`config.mk`:
```
export PLATFORM = sky130hd
export DESIGN_NAME = uart_tx_mmio
export DESIGN_NICKNAME = d
export VERILOG_FILES = /design/src/rtl/uart_mmio_pkg.sv /design/src/rtl/sync_fifo.sv /design/src/rtl/uart_tx_mmio.sv
export SDC_FILE = /design/constraint.sdc
export NUM_CORES = 1
export LEC_CHECK = 0
export ABC_AREA = 1
export CORE_MARGIN = 1
export CORE_UTILIZATION = 35
export DETAILED_ROUTE_END_ITERATION = 6
export SLEW_MARGIN = 20
export SYNTH_ARGS = -nofsm -noshare
export SYNTH_HDL_FRONTEND = slang
export SYNTH_HIERARCHICAL = 1
export SYNTH_SLANG_ARGS = --single-unit
export TNS_END_PERCENT = 100
```
`constraint.sdc`:
```
create_clock -name clk -period 4.79 [get_ports clk]
set_clock_uncertainty 0.1 [all_clocks]
set_input_delay 1.1975 -clock clk [delete_from_list [all_inputs] [get_ports clk]]
set_output_delay 1.1975 -clock clk [all_outputs]
set_load 0.01 [all_outputs]
```
`src/rtl/uart_mmio_pkg.sv`:
```
// Shared constants and types for the memory-mapped UART transmitter.
// Register offsets are word indices taken from A[3:2].
package uart_mmio_pkg;

  localparam logic [1:0] OFF_TXDATA = 2'd0;
  localparam logic [1:0] OFF_STATUS = 2'd1;
  localparam logic [1:0] OFF_BAUD   = 2'd2;

  localparam int unsigned ST_FULL    = 0;
  localparam int unsigned ST_EMPTY   = 1;
  localparam int unsigned ST_BUSY    = 2;
  localparam int unsigned ST_OVF     = 3;
  localparam int unsigned ST_CNT_LSB = 4;

  typedef enum logic [1:0] {IDLE, START, DATA, STOP} tx_state_t;

  function automatic logic [3:0] sat_count4(input logic [31:0] c);
    return (c > 32'd15) ? 4'hf : c[3:0];
  endfunction

endpackage

```
`src/rtl/sync_fifo.sv`:
```
// Synchronous FIFO with combinational head output and occupancy count.
// A push while full is accepted only if a pop frees a slot on the same edge.
module sync_fifo #(
  parameter int unsigned WIDTH = 8,
  parameter int unsigned DEPTH = 8
) (
  input  logic                       clk,
  input  logic                       reset,
  input  logic                       push,
  input  logic                       pop,
  input  logic [WIDTH-1:0]           din,
  output logic [WIDTH-1:0]           dout,
  output logic                       full,
  output logic                       empty,
  output logic [$clog2(DEPTH+1)-1:0] count
);

  localparam int unsigned AW = (DEPTH > 1) ? $clog2(DEPTH) : 1;
  localparam int unsigned CW = $clog2(DEPTH + 1);

  logic [WIDTH-1:0] mem_q [DEPTH];
  logic [AW-1:0]    wr_ptr_q, wr_ptr_d;
  logic [AW-1:0]    rd_ptr_q, rd_ptr_d;
  logic [CW-1:0]    count_q, count_d;
  logic             do_push, do_pop;

  assign full    = (count_q == CW'(DEPTH));
  assign empty   = (count_q == '0);
  assign count   = count_q;
  assign dout    = mem_q[rd_ptr_q];
  assign do_pop  = pop && !empty;
  assign do_push = push && (!full || do_pop);

  always_comb begin
    wr_ptr_d = wr_ptr_q;
    rd_ptr_d = rd_ptr_q;
    count_d  = count_q;
    if (do_push) wr_ptr_d = wr_ptr_q + AW'(1);
    if (do_pop)  rd_ptr_d = rd_ptr_q + AW'(1);
    if (do_push && !do_pop) begin
      count_d = count_q + CW'(1);
    end else if (!do_push && do_pop) begin
      count_d = count_q - CW'(1);
    end
  end

  always_ff @(posedge clk) begin
    if (reset) begin
      wr_ptr_q <= '0;
      rd_ptr_q <= '0;
      count_q  <= '0;
    end else begin
      wr_ptr_q <= wr_ptr_d;
      rd_ptr_q <= rd_ptr_d;
      count_q  <= count_d;
    end
  end

  always_ff @(posedge clk) begin
    if (do_push) mem_q[wr_ptr_q] <= din;
  end

endmodule

```
`src/rtl/uart_tx_mmio.sv`:
```
// Memory-mapped 8N1 UART transmitter on the core's data-memory bus.
// Register decode, baud counter and frame FSM; bytes are queued in sync_fifo.
module uart_tx_mmio
  import uart_mmio_pkg::*;
#(
  parameter logic [31:0]      BASE_ADDR   = 32'h0000_1000,
  parameter int unsigned      FIFO_DEPTH  = 8,
  parameter int unsigned      DIV_W       = 16,
  parameter logic [DIV_W-1:0] DEFAULT_DIV = 16'd868
) (
  input  logic        clk,
  input  logic        reset,
  input  logic        WE,
  input  logic [31:0] A,
  input  logic [31:0] WD,
  output logic [31:0] RD,
  output logic        hit,
  output logic        tx,
  output logic        busy
);

  localparam int unsigned CW = $clog2(FIFO_DEPTH + 1);

  tx_state_t        state_q, state_d;
  logic [7:0]       shift_q, shift_d;
  logic [2:0]       bit_idx_q, bit_idx_d;
  logic [DIV_W-1:0] baud_cnt_q, baud_cnt_d;
  logic [DIV_W-1:0] div_active_q, div_active_d;
  logic [DIV_W-1:0] baud_q, baud_d;
  logic             ovf_q, ovf_d;

  logic [1:0]    off;
  logic          wr;
  logic          fifo_push, fifo_pop, fifo_full, fifo_empty;
  logic [7:0]    fifo_dout;
  logic [CW-1:0] fifo_count;
  logic          bit_done;
  logic          unused_bits;

  assign hit         = (A[31:4] == BASE_ADDR[31:4]);
  assign off         = A[3:2];
  assign wr          = WE && hit;
  assign fifo_push   = wr && (off == OFF_TXDATA);
  assign busy        = (state_q != IDLE) || !fifo_empty;
  assign bit_done    = (baud_cnt_q == div_active_q - DIV_W'(1));
  assign unused_bits = ^{WD, A[1:0]};

  sync_fifo #(
    .WIDTH (8),
    .DEPTH (FIFO_DEPTH)
  ) u_fifo (
    .clk   (clk),
    .reset (reset),
    .push  (fifo_push),
    .pop   (fifo_pop),
    .din   (WD[7:0]),
    .dout  (fifo_dout),
    .full  (fifo_full),
    .empty (fifo_empty),
    .count (fifo_count)
  );

  // Register writes; clearing overflow takes priority over a new overflow.
  always_comb begin
    baud_d = baud_q;
    ovf_d  = ovf_q;
    if (wr && (off == OFF_BAUD)) baud_d = WD[DIV_W-1:0];
    if (wr && (off == OFF_STATUS) && WD[ST_OVF]) begin
      ovf_d = 1'b0;
    end else if (fifo_push && fifo_full && !fifo_pop) begin
      ovf_d = 1'b1;
    end
  end

  always_comb begin
    state_d      = state_q;
    shift_d      = shift_q;
    bit_idx_d    = bit_idx_q;
    baud_cnt_d   = baud_cnt_q;
    div_active_d = div_active_q;
    fifo_pop     = 1'b0;
    tx           = 1'b1;
    unique case (state_q)
      IDLE: begin
        if (!fifo_empty) begin
          fifo_pop     = 1'b1;
          shift_d      = fifo_dout;
          div_active_d = (baud_q == '0) ? DIV_W'(1) : baud_q;
          baud_cnt_d   = '0;
          state_d      = START;
        end
      end
      START: begin
        tx = 1'b0;
        if (bit_done) begin
          baud_cnt_d = '0;
          bit_idx_d  = 3'd0;
          state_d    = DATA;
        end else begin
          baud_cnt_d = baud_cnt_q + DIV_W'(1);
        end
      end
      DATA: begin
        tx = shift_q[bit_idx_q];
        if (bit_done) begin
          baud_cnt_d = '0;
          if (bit_idx_q == 3'd7) state_d = STOP;
          else bit_idx_d = bit_idx_q + 3'd1;
        end else begin
          baud_cnt_d = baud_cnt_q + DIV_W'(1);
        end
      end
      STOP: begin
        if (bit_done) begin
          baud_cnt_d = '0;
          state_d    = IDLE;
        end else begin
          baud_cnt_d = baud_cnt_q + DIV_W'(1);
        end
      end
      default: state_d = IDLE;
    endcase
  end

  always_ff @(posedge clk) begin
    if (reset) begin
      state_q      <= IDLE;
      shift_q      <= '0;
      bit_idx_q    <= '0;
      baud_cnt_q   <= '0;
      div_active_q <= DIV_W'(1);
      baud_q       <= DEFAULT_DIV;
      ovf_q        <= 1'b0;
    end else begin
      state_q      <= state_d;
      shift_q      <= shift_d;
      bit_idx_q    <= bit_idx_d;
      baud_cnt_q   <= baud_cnt_d;
      div_active_q <= div_active_d;
      baud_q       <= baud_d;
      ovf_q        <= ovf_d;
    end
  end

  always_comb begin
    RD = '0;
    if (hit) begin
      case (off)
        OFF_STATUS: begin
          RD[ST_FULL]                 = fifo_full;
          RD[ST_EMPTY]                = fifo_empty;
          RD[ST_BUSY]                 = busy;
          RD[ST_OVF]                  = ovf_q;
          RD[ST_CNT_LSB+3:ST_CNT_LSB] = sat_count4(32'(fifo_count));
        end
        OFF_BAUD: RD[DIV_W-1:0] = baud_q;
        default:  RD = '0;
      endcase
    end
  end

endmodule

```
==> qor.yml <==
routing:
  drc: 0
  vias_per_cell: 4.767
  wl_per_cell_microns: 13.04
  wl_mm: 16.38
  num_vias: 5987
  drtPass1Iterations: 5
  postRouteAntennaNets: 0
  drtIter0Drc: 307
layout:
  drive_gt1_share_pct: 8.418
  final_core_util_pct: 42.95
  layout_common_cells: "nand2_1 (188), nor2_1 (147), inv_1 (77), dfxtp_1 (75), clkdlybuf4s50_1 (67)"
  n_antenna_cell: 0
  final_common_cell: "nand2_1"
  nNetsFinal: 1058
  areaGrowthSynthToFinish_pct: 20.05
hold_path:
  worstHoldPathType: "reg -> reg"
timing:
  maxSlewHeadroom_pct: 33.11
  hold_ws_ns: 0.3547
  tightestPinTransition_ns: 1.002
  setup_violations: 0
  timing.fmax_mhz: 217.7
  rsz0062_at_grt: "yes"
  layout_min_cycle_time_ns: 4.594
  timing.final.crit_share_pct: 95.91
  hold_viol_final: 0
  slew_violations: 0
synthesis:
  ys_types: 44
  synthesis.area_sq_um: 7239
  synth_warnings: 6
  synth.largest_area_cell: "edfxtp_1"
  synth-edff-count: 64
  synthCells: 905
  ys_seq_area_share_pct: 47.29
  synth_area_leaders: "edfxtp_1 (27%), dfxtp_1 (21%), nand2_1 (9.7%)"
  synth_top_area_share_pct: 26.55
  avgSynthCellArea_sq_um: 7.999
  ys_ff_latch: 139
  synth-main-ff-cell: "dfxtp_1"
  async_reset_ff_share_pct: 0
placed_design:
  dpl.hpwl_mm: 11.71
  place.gp.congestion: 0.8052
  place.port_buffers: 67
clock_network:
  clock-root-buffer: "clkbuf_16"
  clk-insertion-delay-late_ns: 0.43
  cts_tree: "built"
  clock_sinks: 139
  hold_buffers: 0
  numCtsBuffers: 17
  htreeDepth: 4
  clkTransAtPathRegs_ns: 0.06
  clockBufferDepth: 2
setup_path:
  r2r_cells: 14
  cp-end-kind: "output port"
  cp-startpoint: "A[25]"
  worstSetupPathType: "in -> out"
  crit_required_ns: 3.49
  critPathArrivalTime_ns: 3.30
  worst-path-max-fanout: 8
  r2r_end: "u_fifo/count[3]$_SDFFE_PP0P_"
  reg2reg_setup_slack_ns: 1.37
  crit_path_start_kind: "primary input"
  r2r_start: "state_q[0]$_SDFFE_PP0P_"
  crit_end: "RD[3]"
power:
  powerDensity_nw_per_um2: 335.5
  peakVddDrop_mv: 0.2833
  power.leakage_uw: 0.003511
global_route:
  grt_max_degree: 41
  grt_pass1_wl_mm: 27.18
  grtUsageTotal_pct: 16.03
  antenna_found_initial: 0
  grt_pass1_vias: 5537
  overflow: 0
floorplanning:
  rows: 52
  core_sq_um: 20230
  initial_utilization_pct: 35.78
  die_w_microns: 145.8
  die_h_microns: 145.8
  dieArea_sq_um: 21260
  ios: 102
job:
  maxCapViolations: 0
outcome:
  status: "completed"
## cells in the mapped netlist (2+ instances only)
library cell	number
a211oi_1	11
a21oi_1	57
buf_4	17
buf_6	10
clkbuf_1	17
clkinv_1	4
dfxtp_1	75
edfxtp_1	64
ha_1	17
inv_1	77
inv_2	9
nand2_1	188
nand2_2	5
nand3_1	29
nand3_2	4
nand3b_1	7
nand4_1	20
nor2_1	148
nor2_2	5
nor2_4	3
nor3_1	9
nor3b_1	2
nor4_1	11
o211ai_1	5
o21ai_0	42
o21ai_1	31
or2_2	4
xnor2_1	6
xor2_1	13
## area by class of cell
class	instances	area, sq um
clock buffer	17	425.4
clock inverter	15	173.9
fill	2011	11540
inverter	91	344.1
multi-input combinational	644	3218
sequential	139	3423
tap	270	337.8
timing repair buffer	80	768.2
## report_power, final
part           internal [uW]  leakage, uW  switching [uW]  total, uW
sequential              1260      0.00118            19.4       1270
clock                    743     0.000284             575       1320
combinational            122      0.00205             200        322
total                   2120      0.00351             795       2920
## repair_timing
action,CTS,global route
endpoints found under the setup margin,0,1
setup buffers,0,0
resized for setup,0,0
## worst min path at each step
stage | from | endpoint | slack, ns | cells past startpoint
after floorplan | shift_q[5]$_SDFFE_PP0P_ | shift_q[5]$_SDFFE_PP0P_ | 0.32 | 2
after global placement | ovf_q$_SDFFE_PP0P_ | ovf_q$_SDFFE_PP0P_ | 0.33 | 2
after detailed placement | shift_q[5]$_SDFFE_PP0P_ | shift_q[5]$_SDFFE_PP0P_ | 0.35 | 2
after CTS | shift_q[5]$_SDFFE_PP0P_ | shift_q[5]$_SDFFE_PP0P_ | 0.36 | 2
after global routing | ovf_q$_SDFFE_PP0P_ | ovf_q$_SDFFE_PP0P_ | 0.37 | 2
final | ovf_q$_SDFFE_PP0P_ | ovf_q$_SDFFE_PP0P_ | 0.35 | 2
## state kept, by name, summed over array words and instances (netlist names), named ones only
register         cells
baud_cnt_q          16
baud_q              16
bit_idx_q            3
div_active_q        16
ovf_q                1
shift_q              8
state_q              2
u_fifo/count         4
u_fifo/mem_q        64
u_fifo/rd_ptr_q      3
u_fifo/wr_ptr_q      3
## metrics by stage
stage,cell area [sq um],setup WS (ns),std cells,total power [uW],TNS (ns)
6_report,8691,0.1959,1256,2915,0
3_5_place_dp,8092,0.1476,1224,1627,0
2_1_floorplan,7296,0.9209,920,1500,0
4_1_cts,8691,0.1324,1256,2941,0
5_1_grt,8691,-0.002830,1256,3029,-0.002830
3_3_place_gp,8092,0.1635,1224,1626,0
## kinds of logic after synthesis
group	synth area share [%]
simple gates	27.12
compound gates	10.96
flops	47.29
buf+inv	9.073
xor+xnor	2.299
fa+ha+maj	3.215
other cells	0.05180
## critical path, cell delays in order
cell	delay (ns)
clkdlybuf4s50_1	0.41
nor4_1	0.30
and3_1	0.19
nand2_1	0.06
inv_1	0.08
nand2_1	0.18
a21oi_1	0.27
clkdlybuf4s50_1	0.60
## metal layers
| metal | GRT usage, % | share of wire [%] | up-vias |
|---|---|---|---|
| met5 | 0 | 0 | - |
| met4 | 5.211 | 1.2 | 0 |
| met3 | 3.793 | 4.8 | 15 |
| met2 | 27.03 | 47 | 134 |
| met1 | 20.14 | 47 | 2737 |
| li1 | - | - | 3101 |
Power figures use the tool's default switching activity.
